===== src/rtl/dr_sync_sink.sv =====
// Dual-rail 4-phase sink: synchronizes asynchronous dual-rail tokens into the clock domain,
// acknowledges them with a 4-phase handshake and queues the captured words in a small FIFO.
module dr_sync_sink #(
  parameter int WIDTH = 8,
  parameter int DEPTH = 4
) (
  input  logic               clk,
  input  logic               rst_n,
  input  logic [2*WIDTH-1:0] data_in,
  output logic               ack_ant,
  output logic [WIDTH-1:0]   out_data,
  output logic               out_valid,
  input  logic               out_ready,
  output logic               err
);

  localparam int AW = $clog2(DEPTH);

  typedef enum logic {
    WAIT_DATA = 1'b0,
    WAIT_NULL = 1'b1
  } state_t;

  logic [2*WIDTH-1:0] r_sync1;
  logic [2*WIDTH-1:0] r_sync2;
  logic [WIDTH-1:0]   w_true;
  logic [WIDTH-1:0]   w_false;
  logic               w_complete;
  logic               w_null;
  logic               w_illegal;

  state_t             r_state;
  state_t             w_state_next;
  logic               r_ack;
  logic               w_write;
  logic               r_err;

  logic [WIDTH-1:0]   r_mem [DEPTH];
  logic [AW-1:0]      r_wr_ptr;
  logic [AW-1:0]      r_rd_ptr;
  logic [AW:0]        r_count;
  logic               w_pop;
  logic               w_full;
  logic               w_wr_allowed;

  // Two-flop synchronizer on every rail; nothing below looks at raw data_in.
  // NOTE: sequential state always uses non-blocking (<=) so all flops update from pre-edge values.
  always_ff @(posedge clk or negedge rst_n) begin
    if (!rst_n) begin
      r_sync1 <= '0;
      r_sync2 <= '0;
    end else begin
      r_sync1 <= data_in;
      r_sync2 <= r_sync1;
    end
  end

  always_comb begin
    w_true  = '0;
    w_false = '0;
    for (int i = 0; i < WIDTH; i++) begin
      w_true[i]  = r_sync2[2*i+1];
      w_false[i] = r_sync2[2*i];
    end
  end

  assign w_complete = &(w_true ^ w_false);
  assign w_null     = ~|r_sync2;
  assign w_illegal  = |(w_true & w_false);

  assign out_valid    = (r_count != '0);
  assign w_pop        = out_valid & out_ready;
  assign w_full       = (r_count == (AW+1)'(DEPTH));
  assign w_wr_allowed = !w_full || w_pop;

  // NOTE: every output of a combinational block gets a default first so no latch is inferred.
  always_comb begin
    w_state_next = r_state;
    w_write      = 1'b0;
    case (r_state)
      WAIT_DATA: begin
        if (w_complete && w_wr_allowed) begin
          w_write      = 1'b1;
          w_state_next = WAIT_NULL;
        end
      end
      WAIT_NULL: begin
        if (w_null) begin
          w_state_next = WAIT_DATA;
        end
      end
      default: w_state_next = WAIT_DATA;
    endcase
  end

  always_ff @(posedge clk or negedge rst_n) begin
    if (!rst_n) begin
      r_state <= WAIT_DATA;
      r_ack   <= 1'b0;
      r_err   <= 1'b0;
    end else begin
      r_state <= w_state_next;
      r_ack   <= (w_state_next == WAIT_NULL);
      r_err   <= r_err | w_illegal;
    end
  end

  // NOTE: storage is reset so out_data never shows X, even with an empty FIFO.
  always_ff @(posedge clk or negedge rst_n) begin
    if (!rst_n) begin
      for (int i = 0; i < DEPTH; i++) begin
        r_mem[i] <= '0;
      end
      r_wr_ptr <= '0;
      r_rd_ptr <= '0;
      r_count  <= '0;
    end else begin
      if (w_write) begin
        r_mem[r_wr_ptr] <= w_true;
        r_wr_ptr        <= r_wr_ptr + AW'(1);
      end
      if (w_pop) begin
        r_rd_ptr <= r_rd_ptr + AW'(1);
      end
      case ({w_write, w_pop})
        2'b10:   r_count <= r_count + (AW+1)'(1);
        2'b01:   r_count <= r_count - (AW+1)'(1);
        default: r_count <= r_count;
      endcase
    end
  end

  assign ack_ant  = r_ack;
  assign out_data = r_mem[r_rd_ptr];
  assign err      = r_err;

endmodule


===== config.mk =====
export PLATFORM = sky130hd
export DESIGN_NAME = dr_sync_sink
export DESIGN_NICKNAME = d
export VERILOG_FILES = /design/src/rtl/dr_sync_sink.sv
export SDC_FILE = /design/constraint.sdc
export NUM_CORES = 1
export LEC_CHECK = 0
export ABC_AREA = 1
export CAP_MARGIN = 30
export CORE_MARGIN = 3
export CORE_UTILIZATION = 55
export DETAILED_ROUTE_END_ITERATION = 6
export PLACE_DENSITY = 0.77
export RECOVER_POWER = 100
export REMOVE_ABC_BUFFERS = 1
export SETUP_SLACK_MARGIN = 0.2
export SLEW_MARGIN = 0
export SYNTH_ARGS = -nofsm -noshare
export SYNTH_HDL_FRONTEND = slang
export SYNTH_SLANG_ARGS = --single-unit

===== constraint.sdc =====
create_clock -name clk -period 5.8 [get_ports clk]
set_input_delay 1.74 -clock clk [delete_from_list [all_inputs] [get_ports clk]]
set_output_delay 1.74 -clock clk [all_outputs]
set_load 0.02 [all_outputs]

# After elaboration in Yosys (flattened, before gate mapping)
# Index checks and enable logic that the tools add are counted.
# classes
bitwise_logic	7
div	0
eq_ne	3
shifts	0
reduce_logical	9
magnitude_cmp	3
mux	11
addsub	4
mul	0
# ops
op	count
$bwmux 32	1
$mux 8	3
$bmux 8 s2	1
$demux 8 s2	1
$reduce_or 16->1	1
$and 8x8->8	1
$reduce_and 8->1	1
$reduce_or 8->1	1
$xor 8x8->8	1
$ge 3x3->1 const B	2
$not 2->3	2
$pmux 3 s2	1
$add 2x1->2 const B	2
$add 3x1->3 const B	1
$eq 3x3->1 const B	1
$lt 3x1->1 const B	1
$mux 1	3
$reduce_bool 3->1	1
$sub 3x1->3 const B	1
$eq 2x1->1 const B	1
$eq 2x2->1 const B	1
$logic_and 1x1->1	2
$pmux 1 s2	1
$reduce_bool 2->1	1
5 further kinds	5
# totals
ramBits	0
rom_bits	0
output_inout_bits	11
mem_count	0
latch_bits	0
reg_bits	73

# Longest topological paths before layout
# depth
depth_word	8
ltp_mapped	13
mapped_depth_nobuf	13

# Worst setup path before layout
# No wires, ideal clock.
# synth_timing
kind	input-to-reg
from	in out_ready
to	reg r_count[2]
path_stages	11
path_slack_ns	2.547
required_ns	5.669
setup_time_ns	0.131
n_path_buf	0
t_arrival_ns	3.122
path_cell_list	nor2_1 > nand2_1 > nand2_2 > nor2_8 > inv_1 > ha_1 > inv_1 > fa_1 > a21oi_1 > o21ai_0 > xor2_1
# synth_between
elab_chain_cells	7
elab_cells_between_ends	9
classes_between	eq/ne: 2; mux: 3; bitwise: 1; reduce/logical: 3
# synth_lines
element	line_no	text
start, declared	13	input logic out_ready,
$and 1x1->1 *	72	assign w_pop = out_valid & out_ready;
$logic_or 1x1->1	74	assign w_wr_allowed = !w_full || w_pop;
$logic_and 1x1->1	82	if (w_complete && w_wr_allowed) begin
$mux 1	82	
$mux 1	80	case (r_state)
$eq 2x1->1 / $eq 2x2->1 (equally long branches)	125	case ({w_write, w_pop})
$pmux 3 s2 / $reduce_bool 2->1 (equally long branches)	-	
end signal, assigned	126	2'b10: r_count <= r_count + (AW+1)'(1);
end signal, assigned	127	2'b01: r_count <= r_count - (AW+1)'(1);
end signal, assigned	128	default: r_count <= r_count;
end, declared	41	logic [AW:0] r_count;
# Mark *: on every way between the ends. The rest lies on a longest branch, timed or not.
# A chain may end at the register's enable or synchronous reset.

==> impl_metrics.json <==
{
  "postPlaceCellArea_um2": 3450,
  "initial_core_util_pct": 59.1,
  "design_area_um2": 3650,
  "hold_viol_final": 0,
  "path_max_fanout": 42,
  "critPathLaunchType": "input port",
  "total_leakage_power_nw": 1.90,
  "clock_skew_ns": 0.0104,
  "cp_top_family": "buffers and inverters",
  "hp-class": "reg -> reg",
  "netlist_area_um2": 3130,
  "powerDensity_nw_per_um2": 394,
  "maxSlewHeadroom_pct": -39.1,
  "fin_setup_tns_ns": 0,
  "utilization_pct": 68.8,
  "grt_max_degree": 43,
  "irDropWorstVdd_uv": 212,
  "slowest_stage": "clkbuf_1",
  "path_cells": "clkbuf_1 -> clkbuf_1",
  "regArea_um2": 1830,
  "multi_input_area_um2": 1100,
  "io_pins": 30,
  "worst_path_most_repeated_cell": "clkbuf_1",
  "port-buffer-count": 29,
  "cts_root_buf": "clkbuf_8",
  "grt_overflow": 0,
  "syn_inst": 313,
  "die_area_um2": 6640,
  "num_rows": 26,
  "clock_latency_ns": 0.35,
  "cts_max_path_buffers": 2,
  "layout.nets": 385,
  "drt_iter0_markers": 184,
  "yosysSeqAreaShare_pct": 58.3,
  "finalSetupViolCount": 0,
  "path_clk_slew_ns": 0.07,
  "first_global_vias": 2167,
  "dpl_worst_slack_ns": 1.86,
  "cts_sinks": 73,
  "worst_pin_slew_ns": 2.09,
  "maxCapViolCount": 2,
  "cp_num_buf_inv": 2,
  "fin_cells": 419,
  "layout_common_cells": "nand2_1, dfrtp_1, nand3_1",
  "fp.dieW_um": 81.5,
  "crit_arrival_ns": 4.57,
  "holdBufCountCts": 0,
  "critical_path.max_stage_delay_ns": 1.47,
  "synth-seq-cells": 73,
  "finalCritPeriodShare_pct": 76.6,
  "numPlacedInstances": 403,
  "grt_pass1_wl_mm": 10.2,
  "yosysWarnings": 0,
  "htree_levels": 3,
  "wire_per_inst_um": 14.1,
  "place_hpwl_mm": 4.08,
  "postCtsSetupBuffers": 0,
  "outcome": "complete, but fails checks",
  "required_ns": 5.93,
  "period_needed_ns": 4.44,
  "num-fill-cells": 417,
  "syn2layout_area_growth_pct": 16.4,
  "gp_congestion": 0.783,
  "die_y_um": 81.5,
  "final.setup.worst_slack_ns": 1.36,
  "rsz0062_at_grt": "no",
  "crit_path_end_kind": "async pin",
  "crit_type": "in -> async",
  "slew_viol_final": 76,
  "drt-total-wl_mm": 5.91,
  "drive_gt1_share_pct": 6.02,
  "fmax_ghz": 0.225,
  "cts_tree": "built",
  "cts-buffers-inserted": 9,
  "track_usage_pct": 20.9,
  "dr.pass1.iters": 4,
  "antenna_found_initial": 0,
  "antenna_cells": 0,
  "syn_area_per_cell_um2": 10.0,
  "violations": "max-capacitance violations, max-slew violations",
  "vias_per_cell": 5.17,
  "final_common_cell": "nand2_1",
  "detail-route-antenna-nets": 0,
  "ys_types": 25,
  "num_vias": 2168,
  "design.core.area_um2": 5300,
  "drc": 0,
  "cts_resized": 0
}
## logic make-up (layout without fill, tap and decap cells)
logic type / after synthesis / count (layout) / share of synthesized area, %
xor+xnor: 4 / 4 / 1.12
buf+inv: 40 / 76 / 5.63
simple gates: 143 / 143 / 20.4
compound gates: 31 / 31 / 5.47
flops: 73 / 73 / 58.3
fa+ha+maj: 22 / 22 / 9.03
## metrics by stage
stage               total power [mW]  hold WS [ns]
floorplan                      0.859         0.331
detailed placement              1.03         0.335
CTS                             1.48         0.352
finish                          1.44         0.350
global route                    1.53         0.365
global placement                1.02         0.332
## power breakdown
part,internal (mW),total [mW],switching (mW),leakage [nW]
registers,0.556,0.614,0.0585,0.921
clock network,0.255,0.442,0.187,0.116
logic,0.151,0.381,0.230,0.864
## registers in the layout, indices dropped and copies added, names as in the netlist
signal    cells
r_count       3
ack_ant       1
err           1
r_wr_ptr      2
r_sync2      16
r_sync1      16
r_rd_ptr      2
r_mem        32
## per-layer routing
| metal | GRT usage [%] | wire, µm |
|---|---|---|
| met2 | 32.7 | 2860 |
| met4 | 11.5 | 108 |
| met3 | 4.28 | 363 |
| met5 | 0 | 0 |
| met1 | 27.2 | 2580 |
## Yosys cell counts
master,instances,area (µm²)
a21oi_1,1,5.00
dfrtp_1,73,1830
nand2_2,2,12.5
clkbuf_1,4,15.0
nor2_8,1,20.0
nor2_2,2,12.5
inv_2,1,3.75
nand4_1,2,12.5
nor2_1,19,71.3
buf_6,3,33.8
fa_1,1,20.0
buf_2,3,15.0
o21ai_0,20,100
nand3_2,4,40.0
inv_1,29,109
xor2_1,3,26.3
nor3_1,1,5.00
o22ai_1,8,50.1
nand2_1,77,289
ha_1,21,263
nand3_1,34,170
nor4_1,1,6.26
xnor2_1,1,8.76
a21oi_2,1,8.76
a21boi_1,1,7.51
## worst paths after layout
kind	from	to	slack, ns	cells after the start
max	rst_n	r_mem[9]	1.36	2
max in group clk	r_rd_ptr[0]	out_data[5]	1.53	4
max reg2reg	r_sync2[15]	r_count[1]	3.16	11
min in group asynchronous	rst_n	r_mem[15]	1.99	1
min	r_sync1[10]	r_sync2[10]	0.35	0
min reg2reg	r_sync1[10]	r_sync2[10]	0.35	0
## final cells by class
| class | instances | share of cell area, % |
|---|---|---|
| multi-input combinational | 200 | 30.2 |
| timing repair buffer | 30 | 7.89 |
| clock buffer | 10 | 3.77 |
| clock inverter | 6 | 2.51 |
| sequential | 73 | 50.1 |
| tap | 70 | 2.40 |
| inverter | 30 | 3.09 |
No activity file was read; power rests on OpenSTA's default activity.
